`config.mk`:
```
export PLATFORM = sky130hd
export DESIGN_NAME = uart_shift_register
export DESIGN_NICKNAME = d
export VERILOG_FILES = /design/src/rtl/uart_shift_register.sv
export SDC_FILE = /design/constraint.sdc
export NUM_CORES = 1
export LEC_CHECK = 0
export CORE_ASPECT_RATIO = 0.8
export CORE_MARGIN = 5
export CORE_UTILIZATION = 35
export CTS_CLUSTER_DIAMETER = 200
export DETAILED_ROUTE_END_ITERATION = 8
export PLACE_DENSITY = 0.72
export SETUP_SLACK_MARGIN = 0.02
export SLEW_MARGIN = 20
export SYNTH_ARGS = -nofsm -noshare
export SYNTH_HDL_FRONTEND = slang
export SYNTH_SLANG_ARGS = --single-unit
```
`constraint.sdc`:
```
create_clock -name clk -period 1.3 [get_ports clk]
set_clock_uncertainty 0.1 [all_clocks]
set_input_delay 0.26 -clock clk [delete_from_list [all_inputs] [get_ports clk]]
set_output_delay 0.26 -clock clk [all_outputs]
set_load 0.02 [all_outputs]
```
`src/rtl/uart_shift_register.sv`:
```
// Parallel-load / serial-shift register with a modulo-WIDTH shift counter.
// Used as the UART TX serialiser and the RX deserialiser.
module uart_shift_register #(
    parameter int unsigned WIDTH      = 8,
    parameter bit          LSB_FIRST  = 1'b1,
    parameter bit          IDLE_LEVEL = 1'b1,
    localparam int unsigned CW        = $clog2(WIDTH)
) (
    input  logic             clk,
    input  logic             reset,
    input  logic             load,
    input  logic [WIDTH-1:0] d,
    input  logic             shift_en,
    input  logic             serial_in,
    output logic [WIDTH-1:0] q,
    output logic             serial_out,
    output logic [CW-1:0]    count,
    output logic             done
);

    localparam logic [CW-1:0] LAST_COUNT = CW'(WIDTH - 1);

    logic [WIDTH-1:0] q_q, q_d;
    logic [CW-1:0]    count_q, count_d;
    logic             done_q, done_d;

    // Next state: load beats shift, shift beats hold; done only on the WIDTH-th shift.
    always_comb begin
        q_d     = q_q;
        count_d = count_q;
        done_d  = 1'b0;
        if (load) begin
            q_d     = d;
            count_d = '0;
        end else if (shift_en) begin
            if (LSB_FIRST) begin
                q_d = {serial_in, q_q[WIDTH-1:1]};
            end else begin
                q_d = {q_q[WIDTH-2:0], serial_in};
            end
            done_d  = (count_q == LAST_COUNT);
            count_d = done_d ? '0 : count_q + CW'(1);
        end
    end

    always_ff @(posedge clk or negedge reset) begin
        if (!reset) begin
            q_q     <= {WIDTH{IDLE_LEVEL}};
            count_q <= '0;
            done_q  <= 1'b0;
        end else begin
            q_q     <= q_d;
            count_q <= count_d;
            done_q  <= done_d;
        end
    end

    assign q          = q_q;
    assign count      = count_q;
    assign done       = done_q;
    // Outgoing bit depends on the register only, never on the inputs.
    assign serial_out = LSB_FIRST ? q_q[0] : q_q[WIDTH-1];

endmodule

```
# == Word-level counts from Yosys, hierarchy flattened ==
# Index checks and enable logic that the tools add are counted.
# op_classes
n_reduce_logical,1
addsub,1
muxes,7
eq_ne,1
# ops
cell,n
8-bit 2-to-1 mux,2
3-bit 2-to-1 mux,3
"3-bit by 1-bit adder with 3-bit output, second input constant",1
"3-bit equality test, second input constant",1
1-bit 2-to-1 mux,2
2-bit nonzero test,1
# word_totals
reg_bits,12
output_inout_bits,13
word_cells,13
input_bits,13

# == Logic depth before layout (Yosys ltp) ==
# Gate-level depths: netlist of run 1.
# depth
word_depth,4
mapped_depth,4
depth_no_buf,4

# == Least setup slack after synthesis of run 1 ==
# OpenSTA, ideal clock, no wires.
# synth_path
kind,register -> register
start,register count_q[0] (netlist: count[0])
end,register count_q[0] (netlist: count[0])
n_path_buf,0
path_stages_with_launch,5
setup_ns,0.074
setup_slack_ns,-0.218
arrival_time_ns,1.343
period_less_slack_ns,1.518
t_required_ns,1.126
cell_sequence,dfrtp_1 ha_1 ha_1 or3b_1 a21oi_2
# synth_between
elab_chain_cells,4
word_cells_on_any_way,5
cone_classes,add/sub (1); eq/ne (1); mux (3)
# synth_rtl
item,line_no,source
"start, declared",24,"logic [CW-1:0] count_q, count_d;"
"start signal, assigned",53,count_q <= count_d;
3-bit by 1-bit adder with 3-bit output or 3-bit equality test (tied branches),"42, 41",
3-bit 2-to-1 mux (*),42,count_d = done_d ? '0 : count_q + CW'(1);
3-bit 2-to-1 mux (*),35,end else if (shift_en) begin
3-bit 2-to-1 mux (*),32,if (load) begin
# Every way passes the cells marked *; elsewhere a longest branch is shown, timed or not. The select of a mux whose other input is x is not followed.
# A chain may end at the register's enable or synchronous reset.

# == Final worst setup path of run 1 ==
# Ends and elaborated chain as after synthesis.

==> flow_results.xml, run 1 <==
<?xml version="1.0" encoding="UTF-8"?>
<metrics>
  <group name="sta">
    <metric name="hold_viol_final" unit="">0</metric>
    <metric name="final.min_clock_period" unit="ns">1.40</metric>
    <metric name="timing.slew.headroom" unit="">0.865</metric>
    <metric name="postLayoutSetupSlackWorst" unit="ns">-0.0985</metric>
    <metric name="maxClockFrequency" unit="GHz">0.715</metric>
    <metric name="timing.final.setup_violations" unit="">4</metric>
    <metric name="timing_worst_slew_pin_value" unit="ns">0.203</metric>
    <metric name="min_period_over_period" unit="">1.08</metric>
    <metric name="grt_setup_unrepaired" unit="">yes</metric>
    <metric name="final-max-slew-violation-count" unit="">0</metric>
    <metric name="total_neg_setup_slack" unit="ns">-0.205</metric>
  </group>
  <group name="power">
    <metric name="clockPowerShare" unit="">0.284</metric>
    <metric name="power.internal" unit="µW">756</metric>
    <metric name="p_seq_frac" unit="">0.440</metric>
    <metric name="power.net_switching" unit="µW">269</metric>
    <metric name="p_leak" unit="nW">0.465</metric>
    <metric name="post-layout-total-power" unit="mW">1.02</metric>
    <metric name="power.ir.vdd_worst" unit="V">0.000821</metric>
    <metric name="pwr_density_cell" unit="nW/µm²">1030</metric>
    <metric name="comb_power_share" unit="">0.276</metric>
    <metric name="power.switching_fraction" unit="">0.262</metric>
  </group>
  <group name="final_layout">
    <metric name="layout.cell_area.non_filler" unit="µm²">992</metric>
    <metric name="fillerInstances" unit="">154</metric>
    <metric name="area_delta_synth_final" unit="%">73.9</metric>
    <metric name="fraction_of_layout_instances_using_a_drive_strength_above_1" unit="">0.478</metric>
    <metric name="insertedDiodeCount" unit="">0</metric>
    <metric name="final_core_utilization" unit="">0.622</metric>
    <metric name="design.final.nets" unit="">106</metric>
  </group>
  <group name="critical_path">
    <metric name="worst_setup_path_start_kind" unit="">register</metric>
    <metric name="timing.critical_path.fanout_max" unit="">3</metric>
    <metric name="ff2ff_setup_slack" unit="ns">-0.1</metric>
    <metric name="cp_data_required_time" unit="ns">1.40</metric>
    <metric name="critPathSlowestCell" unit="">dfrtp_2</metric>
    <metric name="worst_ep_arrival_time" unit="ns">1.50</metric>
    <metric name="cp_cell_sequence" unit="">ha_4 &gt; ha_4 &gt; or3b_1 &gt; a21oi_2</metric>
    <metric name="worst-setup-path-type" unit="">reg2reg</metric>
    <metric name="timing.critical_path.mode_cell" unit="">ha_4</metric>
    <metric name="worstSetupEndpointType" unit="">register</metric>
    <metric name="r2r-start" unit="">count[0]$_DFFE_PN0P_</metric>
    <metric name="rr_worst_depth" unit="">4</metric>
    <metric name="critical_path.reg2reg.endpoint" unit="">count[0]$_DFFE_PN0P_</metric>
    <metric name="cpPeakStageDelay" unit="ns">0.44</metric>
  </group>
  <group name="routing">
    <metric name="vias_per_cell" unit="">4.38</metric>
    <metric name="drt-wirelength-per-cell" unit="µm">11.9</metric>
    <metric name="drt_drc_violations_left" unit="">0</metric>
    <metric name="num_vias" unit="">491</metric>
    <metric name="drt_pass1_iterations" unit="">2</metric>
    <metric name="route.antenna.remaining_nets" unit="">0</metric>
    <metric name="finalWirelength" unit="mm">1.34</metric>
    <metric name="detail_route.iter0.violations" unit="">1</metric>
  </group>
  <group name="clocking">
    <metric name="clk_transition_reported_paths" unit="ns">0.08</metric>
    <metric name="cts_tree" unit="">built</metric>
    <metric name="cts_root_buf" unit="">clkbuf_4</metric>
    <metric name="h-tree-depth" unit="">1</metric>
    <metric name="cts.sinks" unit="">12</metric>
    <metric name="ctsHoldBuffers" unit="">0</metric>
    <metric name="clock_path_buffers" unit="">2</metric>
    <metric name="clk-insertion-delay-late" unit="ns">0.26</metric>
    <metric name="cts_setup_buffers" unit="">0</metric>
    <metric name="cts_made_buffers" unit="">3</metric>
  </group>
  <group name="synthesis">
    <metric name="yosys_warnings" unit="">0</metric>
    <metric name="synthesis.area" unit="µm²">571</metric>
    <metric name="postSynthAreaPerCell" unit="µm²">11.2</metric>
    <metric name="syn-instance-count" unit="">51</metric>
    <metric name="post_synth_num_cell_types" unit="">14</metric>
    <metric name="synth_sequential_area_ratio" unit="">0.544</metric>
    <metric name="synth_nets" unit="">66</metric>
    <metric name="synth_seq_cells" unit="">12</metric>
  </group>
  <group name="global_route">
    <metric name="grt_start_max_net_pins" unit="">13</metric>
    <metric name="grt_first_pass_wirelength" unit="mm">2.24</metric>
    <metric name="number_of_global_route_vias_before_repair" unit="">544</metric>
    <metric name="gr-usage-all-layers" unit="">0.122</metric>
    <metric name="grt.overflow.total" unit="">0</metric>
    <metric name="grt_antenna_before_repair" unit="">0</metric>
  </group>
  <group name="worst_hold_path">
    <metric name="hp-class" unit="">in2async</metric>
  </group>
  <group name="place">
    <metric name="detailed_place_hpwl" unit="mm">1.02</metric>
    <metric name="i_o_buffers" unit="">25</metric>
    <metric name="dpl-instance-area" unit="µm²">955</metric>
    <metric name="dp_slack" unit="ns">-0.197</metric>
    <metric name="finalWeightedCongestion" unit="">0.684</metric>
  </group>
  <group name="floorplan">
    <metric name="ioPinCount" unit="">26</metric>
    <metric name="die_h" unit="µm">46.1</metric>
    <metric name="starting_density_of_the_core" unit="">0.358</metric>
    <metric name="row_count" unit="">13</metric>
    <metric name="core-area" unit="µm²">1590</metric>
    <metric name="design.die.area" unit="µm²">2540</metric>
    <metric name="die_x" unit="µm">55.1</metric>
  </group>
  <group name="status">
    <metric name="outcome" unit="">finished, violations left</metric>
    <metric name="violations" unit="">negative setup slack</metric>
  </group>
  <group name="run">
    <metric name="drv_cap" unit="">0</metric>
  </group>
</metrics>
-- per-layer routing --
layer,wire [µm],GRT usage
met4,0,0.0291
met1,604,0.156
met5,0,0
met2,603,0.200
met3,127,0.0388
-- cell usage after synthesis --
library cell,number,area share
a21oi_2,1,0.015
buf_4,1,0.013
buf_6,1,0.020
clkbuf_1,2,0.013
dfrtp_1,4,0.18
dfstp_2,8,0.37
ha_1,2,0.044
mux2i_1,10,0.18
nand2_1,9,0.059
nand2b_1,1,0.011
nor2_1,3,0.020
o21ai_0,1,0.0088
o21ai_1,7,0.061
or3b_1,1,0.015
-- cell usage in the layout, fill, tap and decap left out, types with 2 or more instances in the layout --
| cell type | count |
|---|---|
| buf_2 | 2 |
| buf_4 | 14 |
| dfrtp_2 | 2 |
| o21ai_1 | 7 |
| clkbuf_4 | 3 |
| nand2_1 | 9 |
| dfrtp_1 | 2 |
| mux2i_1 | 10 |
| dfstp_2 | 8 |
| nor2_1 | 3 |
| clkdlybuf4s50_1 | 12 |
| buf_6 | 9 |
| ha_4 | 2 |
-- metrics by stage --
step / cells / hold WS, ns
finish: 112 / 0.191
global route: 112 / 0.195
CTS: 112 / 0.189
detailed placement: 108 / 0.470
global placement: 108 / 0.451
floorplan: 51 / -0.136
-- critical path, delay by kind of cell, from the launching register on --
family / cells / cell delay, ns
and+or+nand+nor: 1 / 0.35
adders and majority gates: 2 / 0.32
AOI/OAI and AO/OA: 1 / 0.12
DFF: 1 / 0.44
-- power by group through the flow --
| stage | Combinational (mW) | Clock, mW | Sequential [mW] |
|---|---|---|---|
| 3_3_place_gp | 0.283 | 0 | 0.448 |
| 4_1_cts | 0.288 | 0.302 | 0.452 |
| 6_report | 0.283 | 0.291 | 0.451 |
| 5_1_grt | 0.307 | 0.328 | 0.456 |
| 2_1_floorplan | 0.0773 | 0 | 0.494 |
| 3_5_place_dp | 0.285 | 0 | 0.450 |
-- cell type report --
type / instances / area [µm²] / share of cell area
Clock buffer: 4 / 36.3 / 0.0366
Timing Repair Buffer: 39 / 357 / 0.359
Tap cell: 22 / 27.5 / 0.0277
Sequential cell: 12 / 313 / 0.315
Multi-Input combinational cell: 35 / 259 / 0.261
-- kinds of logic after synthesis --
family / count (synthesis) / share of synthesized area
and+or+nand+nor: 14 / 0.105
DFF: 12 / 0.544
muxes: 10 / 0.175
AOI/OAI and AO/OA: 9 / 0.0855
buffers and inverters: 4 / 0.0461
adders and majority gates: 2 / 0.0439
-- sequential cells by signal (all words and copies together) (netlist names) --
register  flops
done          1
count         3
q             8
-- timing repair --
item                       4_1_cts  5_1_grt
pin swaps                        0        1
resized for setup               65        1
cloned                           0        0
setup endpoints to repair       14       12
-- worst max path at each step --
stage | slack [ns] | startpoint | endpoint | cells past startpoint
after detailed placement | -0.20 | q[0]$_DFFE_PN1P_ | serial_out | 1
after floorplan | -0.13 | count[0]$_DFFE_PN0P_ | count[0]$_DFFE_PN0P_ | 4
after global placement | -0.18 | q[0]$_DFFE_PN1P_ | serial_out | 1
after CTS | -0.12 | count[1]$_DFFE_PN0P_ | count[0]$_DFFE_PN0P_ | 4
final | -0.1 | count[0]$_DFFE_PN0P_ | count[0]$_DFFE_PN0P_ | 4
after global routing | -0.15 | count[1]$_DFFE_PN0P_ | count[0]$_DFFE_PN0P_ | 4
(Power assumes the default switching activity.)
==> run 2, diff against run 1 <==
--- a/config.mk
+++ b/config.mk
@@ -12,6 +12,7 @@
 export DETAILED_ROUTE_END_ITERATION = 8
 export PLACE_DENSITY = 0.72
 export SETUP_SLACK_MARGIN = 0.02
+export SKIP_CTS_REPAIR_TIMING = 1
 export SLEW_MARGIN = 20
 export SYNTH_ARGS = -nofsm -noshare
 export SYNTH_HDL_FRONTEND = slang
==> flow_results.xml, run 2 (same netlist as run 1, synthesis figures left out) <==
<?xml version="1.0" encoding="UTF-8"?>
<metrics>
  <group name="floorplan">
    <metric name="die_h" unit="µm">46.1</metric>
    <metric name="die_x" unit="µm">55.1</metric>
    <metric name="starting_density_of_the_core" unit="">0.358</metric>
    <metric name="ioPinCount" unit="">26</metric>
    <metric name="design.die.area" unit="µm²">2540</metric>
    <metric name="core-area" unit="µm²">1590</metric>
    <metric name="row_count" unit="">13</metric>
  </group>
  <group name="power">
    <metric name="pwr_density_cell" unit="nW/µm²">1020</metric>
    <metric name="power.ir.vdd_worst" unit="V">0.000821</metric>
    <metric name="p_leak" unit="nW">0.500</metric>
  </group>
  <group name="final_layout">
    <metric name="fraction_of_layout_instances_using_a_drive_strength_above_1" unit="">0.473</metric>
    <metric name="design.final.nets" unit="">107</metric>
    <metric name="largest_register_ffs" unit="">8</metric>
    <metric name="final_core_utilization" unit="">0.626</metric>
    <metric name="multiInputGateArea" unit="µm²">259</metric>
    <metric name="insertedDiodeCount" unit="">0</metric>
    <metric name="layout_commonest_cell" unit="">buf_4</metric>
    <metric name="fillerInstances" unit="">151</metric>
    <metric name="area_delta_synth_final" unit="%">75.0</metric>
    <metric name="seq_area" unit="µm²">313</metric>
    <metric name="layout_common_cells" unit="">15 x buf_4, 12 x clkdlybuf4s50_1, 10 x mux2i_1</metric>
  </group>
  <group name="status">
    <metric name="violations" unit="">negative setup slack</metric>
    <metric name="outcome" unit="">finished, violations left</metric>
  </group>
  <group name="critical_path">
    <metric name="worst_setup_path_start_kind" unit="">register</metric>
    <metric name="worstSetupEndpointType" unit="">register</metric>
    <metric name="cp_data_required_time" unit="ns">1.40</metric>
    <metric name="timing.critical_path.fanout_max" unit="">3</metric>
    <metric name="worst-setup-path-type" unit="">reg2reg</metric>
    <metric name="worst_ep_arrival_time" unit="ns">1.50</metric>
  </group>
  <group name="worst_hold_path">
    <metric name="hp-class" unit="">in2async</metric>
  </group>
  <group name="global_route">
    <metric name="number_of_global_route_vias_before_repair" unit="">546</metric>
    <metric name="grt.overflow.total" unit="">0</metric>
    <metric name="gr-usage-all-layers" unit="">0.120</metric>
    <metric name="grt_start_max_net_pins" unit="">13</metric>
    <metric name="grt_antenna_before_repair" unit="">0</metric>
    <metric name="grt_first_pass_wirelength" unit="mm">2.22</metric>
  </group>
  <group name="sta">
    <metric name="postLayoutSetupSlackWorst" unit="ns">-0.100</metric>
    <metric name="hold_viol_final" unit="">0</metric>
    <metric name="maxClockFrequency" unit="GHz">0.714</metric>
    <metric name="final-max-slew-violation-count" unit="">0</metric>
    <metric name="fin_worst_hold_slack" unit="ns">0.191</metric>
    <metric name="timing.slew.headroom" unit="">0.848</metric>
    <metric name="min_period_over_period" unit="">1.08</metric>
    <metric name="timing_worst_slew_pin_value" unit="ns">0.228</metric>
    <metric name="final.min_clock_period" unit="ns">1.40</metric>
    <metric name="grt_setup_unrepaired" unit="">yes</metric>
    <metric name="timing.final.setup_violations" unit="">2</metric>
  </group>
  <group name="routing">
    <metric name="finalWirelength" unit="mm">1.34</metric>
    <metric name="route.antenna.remaining_nets" unit="">0</metric>
    <metric name="drt-wirelength-per-cell" unit="µm">11.8</metric>
    <metric name="num_vias" unit="">492</metric>
    <metric name="drt_pass1_iterations" unit="">2</metric>
    <metric name="detail_route.iter0.violations" unit="">1</metric>
    <metric name="vias_per_cell" unit="">4.35</metric>
    <metric name="drt_drc_violations_left" unit="">0</metric>
  </group>
  <group name="clocking">
    <metric name="clk_transition_reported_paths" unit="ns">0.08</metric>
    <metric name="clk-insertion-delay-late" unit="ns">0.26</metric>
    <metric name="cts_made_buffers" unit="">3</metric>
    <metric name="clock_path_buffers" unit="">2</metric>
    <metric name="cts_root_buf" unit="">clkbuf_4</metric>
    <metric name="h-tree-depth" unit="">1</metric>
    <metric name="cts.sinks" unit="">12</metric>
    <metric name="cts_tree" unit="">built</metric>
  </group>
  <group name="place">
    <metric name="detailed_place_hpwl" unit="mm">1.02</metric>
    <metric name="finalWeightedCongestion" unit="">0.684</metric>
    <metric name="i_o_buffers" unit="">25</metric>
    <metric name="dp_slack" unit="ns">-0.197</metric>
  </group>
  <group name="run">
    <metric name="drv_cap" unit="">0</metric>
  </group>
</metrics>
## run 2: worst max-delay path, cell delays in order, from the launching register on
cell and delay (ns):
dfrtp_2 0.44, ha_4 0.17, ha_4 0.15, or3b_1 0.35, a21oi_2 0.12
## run 2: power by group
part           internal [mW]  switching (mW)
combinational          0.160           0.122
sequential             0.424          0.0259
clock                  0.170           0.121
## run 2: final timing paths
path,from,to,slack (ns),cells past startpoint
setup / recovery,count[0]$_DFFE_PN0P_,count[0]$_DFFE_PN0P_,-0.10,4
hold / removal,reset,count[2]$_DFFE_PN0P_,0.19,2
setup reg to reg,count[0]$_DFFE_PN0P_,count[0]$_DFFE_PN0P_,-0.10,4
hold reg to reg,q[0]$_DFFE_PN1P_,q[0]$_DFFE_PN1P_,0.47,2
max in group asynchronous,reset,q[5]$_DFFE_PN1P_,0.68,2
min in group clk,d[7],q[7]$_DFFE_PN1P_,0.40,3
## run 2: final cells by class
class,count,share of cell area
multi-input cells,35,0.259
repair buffers,40,0.363
flip-flops and latches,12,0.313
well taps,22,0.0276
clock buffers,4,0.0363
## run 2: per-layer routing
| layer | vias up | routed length [µm] | GRT usage |
|---|---|---|---|
| li1 | 253 | - | - |
| met1 | 220 | 604 | 0.160 |
| met2 | 19 | 595 | 0.191 |
| met3 | 0 | 136 | 0.0356 |
| met4 | 0 | 0 | 0.0291 |
| met5 | - | 0 | 0 |
## run 2: through the flow
step / power [mW] / TNS (ns) / std cells / area, µm²
after floorplan: 0.571 / -0.132 / 51 / 598
after global placement: 0.730 / -2.73 / 108 / 955
after detailed placement: 0.736 / -2.93 / 108 / 955
after CTS: 1.03 / -5.71 / 112 / 991
after global routing: 1.09 / -0.428 / 113 / 998
final: 1.02 / -0.153 / 113 / 998
==> run 3, diff against run 2 <==
--- a/config.mk
+++ b/config.mk
@@ -10,6 +10,7 @@
 export CORE_UTILIZATION = 35
 export CTS_CLUSTER_DIAMETER = 200
 export DETAILED_ROUTE_END_ITERATION = 8
+export GPL_TIMING_DRIVEN = 0
 export PLACE_DENSITY = 0.72
 export SETUP_SLACK_MARGIN = 0.02
 export SKIP_CTS_REPAIR_TIMING = 1
@@ -17,3 +18,4 @@
 export SYNTH_ARGS = -nofsm -noshare
 export SYNTH_HDL_FRONTEND = slang
 export SYNTH_SLANG_ARGS = --single-unit
+export TNS_END_PERCENT = 5
==> flow_results.xml, run 3 (same netlist as run 1, synthesis figures left out) <==
<?xml version="1.0" encoding="UTF-8"?>
<metrics>
  <group name="floorplan">
    <metric name="row_count" unit="">13</metric>
    <metric name="design.die.area" unit="µm²">2540</metric>
    <metric name="ioPinCount" unit="">26</metric>
    <metric name="core-area" unit="µm²">1590</metric>
    <metric name="die_x" unit="µm">55.1</metric>
    <metric name="die_h" unit="µm">46.1</metric>
    <metric name="starting_density_of_the_core" unit="">0.358</metric>
  </group>
  <group name="routing">
    <metric name="drt_pass1_iterations" unit="">2</metric>
    <metric name="detail_route.iter0.violations" unit="">1</metric>
    <metric name="drt_drc_violations_left" unit="">0</metric>
    <metric name="drt-wirelength-per-cell" unit="µm">12.9</metric>
    <metric name="route.antenna.remaining_nets" unit="">0</metric>
    <metric name="vias_per_cell" unit="">4.65</metric>
    <metric name="finalWirelength" unit="mm">1.30</metric>
    <metric name="num_vias" unit="">470</metric>
  </group>
  <group name="critical_path">
    <metric name="timing.critical_path.fanout_max" unit="">4</metric>
    <metric name="r2r-start" unit="">count[0]$_DFFE_PN0P_</metric>
    <metric name="worst-setup-path-type" unit="">reg2reg</metric>
    <metric name="rr_worst_depth" unit="">4</metric>
    <metric name="worstSetupEndpointType" unit="">register</metric>
    <metric name="crit_start" unit="">count[0]$_DFFE_PN0P_</metric>
    <metric name="worst_ep_arrival_time" unit="ns">1.50</metric>
    <metric name="cp_data_required_time" unit="ns">1.39</metric>
    <metric name="worst_setup_path_start_kind" unit="">register</metric>
  </group>
  <group name="run">
    <metric name="drv_cap" unit="">0</metric>
  </group>
  <group name="clocking">
    <metric name="cts_tree" unit="">built</metric>
    <metric name="cts_root_buf" unit="">clkbuf_4</metric>
    <metric name="clock_path_buffers" unit="">2</metric>
    <metric name="clk_transition_reported_paths" unit="ns">0.08</metric>
    <metric name="cts.sinks" unit="">12</metric>
    <metric name="h-tree-depth" unit="">1</metric>
    <metric name="cts_made_buffers" unit="">3</metric>
    <metric name="clk-insertion-delay-late" unit="ns">0.26</metric>
  </group>
  <group name="sta">
    <metric name="total_neg_setup_slack" unit="ns">-0.222</metric>
    <metric name="final.min_clock_period" unit="ns">1.41</metric>
    <metric name="final-max-slew-violation-count" unit="">0</metric>
    <metric name="postLayoutSetupSlackWorst" unit="ns">-0.105</metric>
    <metric name="hold_viol_final" unit="">0</metric>
    <metric name="timing.final.setup_violations" unit="">8</metric>
    <metric name="timing.slew.headroom" unit="">0.645</metric>
    <metric name="maxClockFrequency" unit="GHz">0.712</metric>
    <metric name="grt_setup_unrepaired" unit="">yes</metric>
    <metric name="min_period_over_period" unit="">1.08</metric>
    <metric name="timing_worst_slew_pin_value" unit="ns">0.531</metric>
  </group>
  <group name="global_route">
    <metric name="grt_first_pass_wirelength" unit="mm">2.09</metric>
    <metric name="grt_start_max_net_pins" unit="">13</metric>
    <metric name="number_of_global_route_vias_before_repair" unit="">503</metric>
    <metric name="gr-usage-all-layers" unit="">0.118</metric>
    <metric name="grt.overflow.total" unit="">0</metric>
    <metric name="grt_antenna_before_repair" unit="">0</metric>
  </group>
  <group name="place">
    <metric name="i_o_buffers" unit="">24</metric>
    <metric name="detailed_place_hpwl" unit="µm">987</metric>
    <metric name="finalWeightedCongestion" unit="">0.701</metric>
    <metric name="dp_slack" unit="ns">-0.267</metric>
  </group>
  <group name="final_layout">
    <metric name="largest_register_ffs" unit="">8</metric>
    <metric name="insertedDiodeCount" unit="">0</metric>
    <metric name="fraction_of_layout_instances_using_a_drive_strength_above_1" unit="">0.392</metric>
    <metric name="layout_common_cells" unit="">11 x clkdlybuf4s50_1, 10 x mux2i_1, 9 x nand2_1</metric>
    <metric name="design.final.nets" unit="">95</metric>
    <metric name="layout_commonest_cell" unit="">clkdlybuf4s50_1</metric>
    <metric name="area_delta_synth_final" unit="%">58.3</metric>
  </group>
  <group name="power">
    <metric name="p_leak" unit="nW">0.432</metric>
    <metric name="power.ir.vdd_worst" unit="V">0.000688</metric>
    <metric name="pwr_density_cell" unit="nW/µm²">1090</metric>
  </group>
  <group name="status">
    <metric name="violations" unit="">negative setup slack</metric>
    <metric name="outcome" unit="">finished, violations left</metric>
  </group>
  <group name="worst_hold_path">
    <metric name="hp-class" unit="">in2async</metric>
  </group>
</metrics>
run 3: cell count changes in the layout (fill, tap and decap cells not counted):
cell | previous run | this run
or3b_4 | 0 | 1
clkbuf_2 | 3 | 1
or3b_1 | 1 | 0
buf_2 | 0 | 1
buf_4 | 15 | 3
clkdlybuf4s50_1 | 12 | 11
clkbuf_1 | 0 | 2
run 3: power by group:
| part | switching, mW | internal (mW) |
|---|---|---|
| clock network | 0.123 | 0.170 |
| logic | 0.108 | 0.128 |
| registers | 0.0319 | 0.425 |
| total | 0.263 | 0.722 |
run 3: layer usage:
layer | wire length (µm) | track usage
met5 | 0 | 0
met4 | 0 | 0.0437
met3 | 111 | 0.0356
met2 | 607 | 0.191
met1 | 586 | 0.146
run 3: metrics by stage:
| step | instances | power, mW | cell area [µm²] | hold WS (ns) | utilization |
|---|---|---|---|---|---|
| after floorplan | 51 | 0.571 | 598 | -0.136 | - |
| after global placement | 97 | 0.692 | 866 | 0.448 | 0.543 |
| after detailed placement | 97 | 0.696 | 866 | 0.451 | 0.543 |
| after CTS | 101 | 0.991 | 902 | 0.259 | 0.566 |
| after global routing | 101 | 1.04 | 903 | 0.274 | 0.567 |
| final | 101 | 0.985 | 903 | 0.239 | 0.567 |
run 3: final timing paths:
kind                                        endpoint  slack (ns)
worst max-delay path            count[0]$_DFFE_PN0P_       -0.11
worst min-delay path            count[2]$_DFFE_PN0P_        0.24
worst max register to register  count[0]$_DFFE_PN0P_       -0.11
worst min register to register      q[0]$_DFFE_PN1P_        0.47
max in group asynchronous       count[1]$_DFFE_PN0P_        0.48
min in group clk                    q[4]$_DFFE_PN1P_        0.26
run 3: worst max-delay path: stages, from the launching register on:
cell     delay, ns
dfrtp_2       0.44
ha_4          0.17
ha_4          0.15
or3b_4        0.36
a21oi_2       0.11
run 3: final cells by class:
cell class                      instances  area [µm²]
Tap cell                               22        27.5
Sequential cell                        12         313
Buffer                                  4        26.3
Timing Repair Buffer                   24         239
Fill cell                             148         691
Clock buffer                            4        36.3
Multi-Input combinational cell         35         262
